$ cat src/rtl/ps2_scancode_decoder.sv
// PS/2 Set-2 scancode decoder: folds E0/F0 prefixes into key events,
// queues them in a show-ahead FIFO and counts protocol/parity errors.
module ps2_scancode_decoder #(
    parameter int DEPTH     = 8,
    parameter int ERR_WIDTH = 8
) (
    input  logic                       clk,
    input  logic                       rst,
    output logic                       data_req,
    input  logic [7:0]                 data,
    input  logic                       data_err,
    input  logic                       data_ack,
    output logic                       ev_valid,
    output logic [7:0]                 ev_code,
    output logic                       ev_ext,
    output logic                       ev_rel,
    input  logic                       ev_rd,
    output logic [$clog2(DEPTH):0]     fifo_count,
    output logic [ERR_WIDTH-1:0]       err_count,
    input  logic                       clr_err
);

    localparam int AW = $clog2(DEPTH);
    localparam int CW = AW + 1;

    typedef enum logic [1:0] {IDLE, EXT, BRK, EXT_BRK} state_t;

    state_t        state;
    state_t        nxt;
    logic [9:0]    mem [DEPTH];
    logic [AW-1:0] wr_ptr;
    logic [AW-1:0] rd_ptr;
    logic          full;
    logic          accept;
    logic          pop;
    logic          push;
    logic          push_ext;
    logic          push_rel;
    logic          err_ev;
    logic          is_pfx;

    assign full     = (fifo_count == CW'(DEPTH));
    assign data_req = ~full;
    assign accept   = data_req & data_ack;
    assign ev_valid = (fifo_count != '0);
    assign pop      = ev_rd & ev_valid;
    assign is_pfx   = (data == 8'hE0) || (data == 8'hF0);

    assign {ev_ext, ev_rel, ev_code} = ev_valid ? mem[rd_ptr] : 10'd0;

    always_comb begin
        push     = 1'b0;
        push_ext = 1'b0;
        push_rel = 1'b0;
        err_ev   = 1'b0;
        nxt      = state;
        if (accept) begin
            // overrun codes and parity errors abort any partial prefix
            if (data_err || data == 8'h00 || data == 8'hFF) begin
                err_ev = 1'b1;
                nxt    = IDLE;
            end else begin
                case (state)
                    IDLE: begin
                        if (data == 8'hE0)      nxt = EXT;
                        else if (data == 8'hF0) nxt = BRK;
                        else                    push = 1'b1;
                    end
                    EXT: begin
                        if (data == 8'hF0) begin
                            nxt = EXT_BRK;
                        end else if (data != 8'hE0) begin
                            push     = 1'b1;
                            push_ext = 1'b1;
                            nxt      = IDLE;
                        end
                    end
                    BRK: begin
                        nxt = IDLE;
                        if (is_pfx) begin
                            err_ev = 1'b1;
                        end else begin
                            push     = 1'b1;
                            push_rel = 1'b1;
                        end
                    end
                    default: begin
                        nxt = IDLE;
                        if (is_pfx) begin
                            err_ev = 1'b1;
                        end else begin
                            push     = 1'b1;
                            push_ext = 1'b1;
                            push_rel = 1'b1;
                        end
                    end
                endcase
            end
        end
    end

    always_ff @(posedge clk or posedge rst) begin
        if (rst) begin
            state <= IDLE;
        end else begin
            state <= nxt;
        end
    end

    always_ff @(posedge clk) begin
        if (push) begin
            mem[wr_ptr] <= {push_ext, push_rel, data};
        end
    end

    always_ff @(posedge clk or posedge rst) begin
        if (rst) begin
            wr_ptr     <= '0;
            rd_ptr     <= '0;
            fifo_count <= '0;
        end else begin
            if (push) wr_ptr <= wr_ptr + 1'b1;
            if (pop)  rd_ptr <= rd_ptr + 1'b1;
            if (push && !pop)      fifo_count <= fifo_count + 1'b1;
            else if (pop && !push) fifo_count <= fifo_count - 1'b1;
        end
    end

    always_ff @(posedge clk or posedge rst) begin
        if (rst) begin
            err_count <= '0;
        end else if (clr_err) begin
            err_count <= '0;
        end else if (err_ev && err_count != '1) begin
            err_count <= err_count + 1'b1;
        end
    end

endmodule

$ cat config.mk
export PLATFORM = sky130hd
export DESIGN_NAME = ps2_scancode_decoder
export DESIGN_NICKNAME = d
export VERILOG_FILES = /design/src/rtl/ps2_scancode_decoder.sv
export SDC_FILE = /design/constraint.sdc
export NUM_CORES = 1
export LEC_CHECK = 0
export ABC_AREA = 1
export BUFFER_PORTS_ARGS = -buffer_cell sky130_fd_sc_hd__buf_4
export CELL_PAD_IN_SITES_DETAIL_PLACEMENT = 1
export CELL_PAD_IN_SITES_GLOBAL_PLACEMENT = 1
export CORE_MARGIN = 10
export CORE_UTILIZATION = 45
export CTS_CLUSTER_DIAMETER = 50
export DETAILED_ROUTE_END_ITERATION = 10
export PLACE_DENSITY_LB_ADDON = 0.1
export SLEW_MARGIN = 10
export SYNTH_ARGS = -nofsm -noshare
export SYNTH_HDL_FRONTEND = slang
export SYNTH_SLANG_ARGS = --single-unit
export TNS_END_PERCENT = 50
$ cat constraint.sdc
create_clock -name clk -period 6.7 [get_ports clk]
set_clock_uncertainty 0.1 [all_clocks]
set_input_delay 1.005 -clock clk [delete_from_list [all_inputs] [get_ports clk]]
set_output_delay 1.005 -clock clk [all_outputs]
set_load 0.05 [all_outputs]
==> run summary <==
Peak VDD IR -> 0.286 mV
number of detailed-routing iterations run before antenna repair -> 4
cell-by-cell listing of the critical path -> buf_4 > o21ai_0 > o21ai_1 > o21ai_0 > nor2_1 > buf_4
master cell of the clock root buffer -> clkbuf_8
Chip Width -> 122 µm
Most used DFF post-synth -> edfxtp_1
total wirelength of the detailed-routed design -> 11,300 µm
required arrival time at the worst endpoint -> 5.59 ns
clock tree from TritonCTS -> done
FFs w/ async S/R, synth -> 0.200
Pleak -> 2.08 nW
Hold Worst Slack -> 0.418 ns
run status -> complete, no violations
post-layout net count -> 496
number of standard cells after synthesis -> 436
buffers inserted by post-CTS timing repair -> 0
GR Util All Layers -> 0.158
portion of the post-synthesis area used by sequential elements -> 0.618
vias after detailed routing -> 3,244
Die Area -> 0.0149 mm²
initial antenna violation count -> 0
post-DR vias/cell -> 5.27
Detailed Route Iter0 Violations -> 244
remaining design rule violation count -> 0
vertical extent of the die -> 122 µm
synthesized netlist net count -> 457
final setup violation count -> 0
Clock transition at path regs -> 0.09 ns
layout overhead on the synthesized area -> 12.5%
setup total negative slack -> 0 ns
critical path arrival -> 2.26 ns
non-filler cells in the finished layout -> 616
kind of critical path -> register to output pin
max-slew violation count -> 0
FP Rows -> 37
setup repair after global routing missed its margin -> no
cell area after synthesis -> 0.00470 mm²
Max H-tree Level -> 3
number of clock sinks -> 100
starting density of the core -> 0.459
unique cell type count in the Yosys netlist -> 33
global-route wire length before repair -> 18,200 µm
highest achievable clock rate -> 297 MHz
cell accounting for the most synthesized area -> edfxtp_1
mean post-synth cell area -> 10.8 µm²
number of hold buffers added after CTS -> 0
total power consumption of the routed design -> 2.16 mW
Reg2Reg Depth -> 11
share of the cycle needed by the critical path after routing -> 0.503
placed cell count -> 600
Num CTS Buffers -> 9
Critical Path Start Type -> register
Detailed Place HPWL -> 7780 µm
slew at the pin closest to its max-slew limit -> 0.860 ns
proportion of netlist area held by the largest area contributor -> 0.511
pre-CTS setup slack -> 3.26 ns
element type at the critical path end -> output pin
via count of the first global-routing pass -> 3,529
Largest stage delay, worst path -> 0.68 ns
Placeable Area -> 0.0102 mm²
max-cap viol count -> 0
critical path's slowest cell -> dfrtp_1
Post-synth EDFFs -> 80
worst slew margin relative to its limit -> 0.426
worst reg2reg setup slack -> 3.79 ns
#FFs+latches synth -> 100
ports placed on the boundary -> 38
hold crit path type -> register to register
PnR worst setup slack -> 3.33 ns
# resized after CTS -> 0
Filler Cell Count -> 1,131
final hold viol count -> 0
pwr dens -> 407 mW/mm²
routability congestion estimate from global placement -> 0.707
count of port buffers added during placement -> 37
CP max FO -> 26
share of layout cells above drive strength 1 -> 0.202
Period minus WS final -> 3.37 ns
pin count of the biggest net entering global routing -> 42
mean routed wirelength per cell -> 18.3 µm
Yosys Warn Count -> 0
cell depth of the worst hold path -> 2
later-pin clock latency in the skew report -> 0.36 ns
cell types occupying the most area after synthesis -> edfxtp_1, dfrtp_1, nor2_1
total grt overflow -> 0
number of diodes added for antenna fixing -> 0
buffer depth of the longest clock path -> 2
antenna-violating nets left -> 0
final timing paths:
kind                                     from             to
max in group asynchronous                 rst      wr_ptr[0]
worst min-delay path                 state[0]       state[0]
worst max-delay path                rd_ptr[1]         ev_rel
worst min register to register       state[0]       state[0]
min in group asynchronous                 rst   err_count[6]
worst max register to register  fifo_count[0]  fifo_count[3]
cell usage after synthesis (7+ instances only):
| cell type | number |
|---|---|
| clkbuf_1 | 9 |
| dfrtp_1 | 20 |
| edfxtp_1 | 80 |
| inv_1 | 28 |
| nand2_1 | 45 |
| nand3_1 | 14 |
| nand3_2 | 9 |
| nand4_1 | 10 |
| nor2_1 | 90 |
| nor3_1 | 8 |
| o21ai_0 | 40 |
| o21ai_1 | 14 |
| o32ai_1 | 10 |
| xor2_1 | 7 |
metal layers:
layer	global-route usage	up-vias	share of wire	wire, µm
met1	0.187	1616	0.42	4800
met4	0.0508	0	0.014	159
li1	-	1568	-	-
met2	0.280	47	0.53	5940
met5	0	-	0	0
met3	0.0319	13	0.035	394
stage by stage:
stage               area, µm²  utilization
CTS                      5290        0.517
global placement         5130        0.501
finish                   5290        0.517
detailed placement       5130        0.501
floorplan                4700            -
global route             5290        0.517
layout by cell type, fill, tap and decap left out, types with 9 or more instances in the layout:
cell / netlist / layout
nand3_2: 9 / 9
nor2_1: 90 / 90
inv_1: 28 / 28
buf_4: 2 / 47
clkbuf_8: 0 / 9
nand2_1: 45 / 45
nand4_1: 10 / 10
edfxtp_1: 80 / 80
nand3_1: 14 / 14
o21ai_0: 40 / 40
dfrtp_1: 20 / 20
o32ai_1: 10 / 10
o21ai_1: 14 / 14
kinds of logic after synthesis:
family / synth area share
AOI/OAI and AO/OA: 0.0799
and+or+nand+nor: 0.213
adders and majority gates: 0.0202
muxes: 0.00479
buffers and inverters: 0.0460
xor gates and xnor gates: 0.0186
DFF: 0.618
sequential cells by signal, indices dropped and copies added (netlist names):
register	count
state	2
mem	80
wr_ptr	3
rd_ptr	3
fifo_count	4
err_count	8
where the power goes:
group          internal (mW)  leakage (nW)  total (mW)  switching [mW]
sequential             0.743         0.972       0.817          0.0740
combinational          0.301          1.03        1.00           0.703
clock                  0.133        0.0768       0.335           0.202
total                   1.18          2.08        2.16           0.978
critical path: cells and delay by family (launching register included):
kind	cells	cell delay (ns)
flip-flops	1	0.68
AO/OA/AOI/OAI	3	0.40
AND/OR/NAND/NOR	1	0.20
buffers and inverters	2	0.61
cell type report:
cell class	instances	area [µm²]	area share
flip-flops and latches	100	2900	0.549
well taps	136	170	0.0322
repair buffers	47	353	0.0667
multi-input cells	285	1580	0.299
clock buffers	11	131	0.0248
clock inverters	5	28.8	0.00544
inverters	32	123	0.0232
No activity file was read; power rests on OpenSTA's default activity.
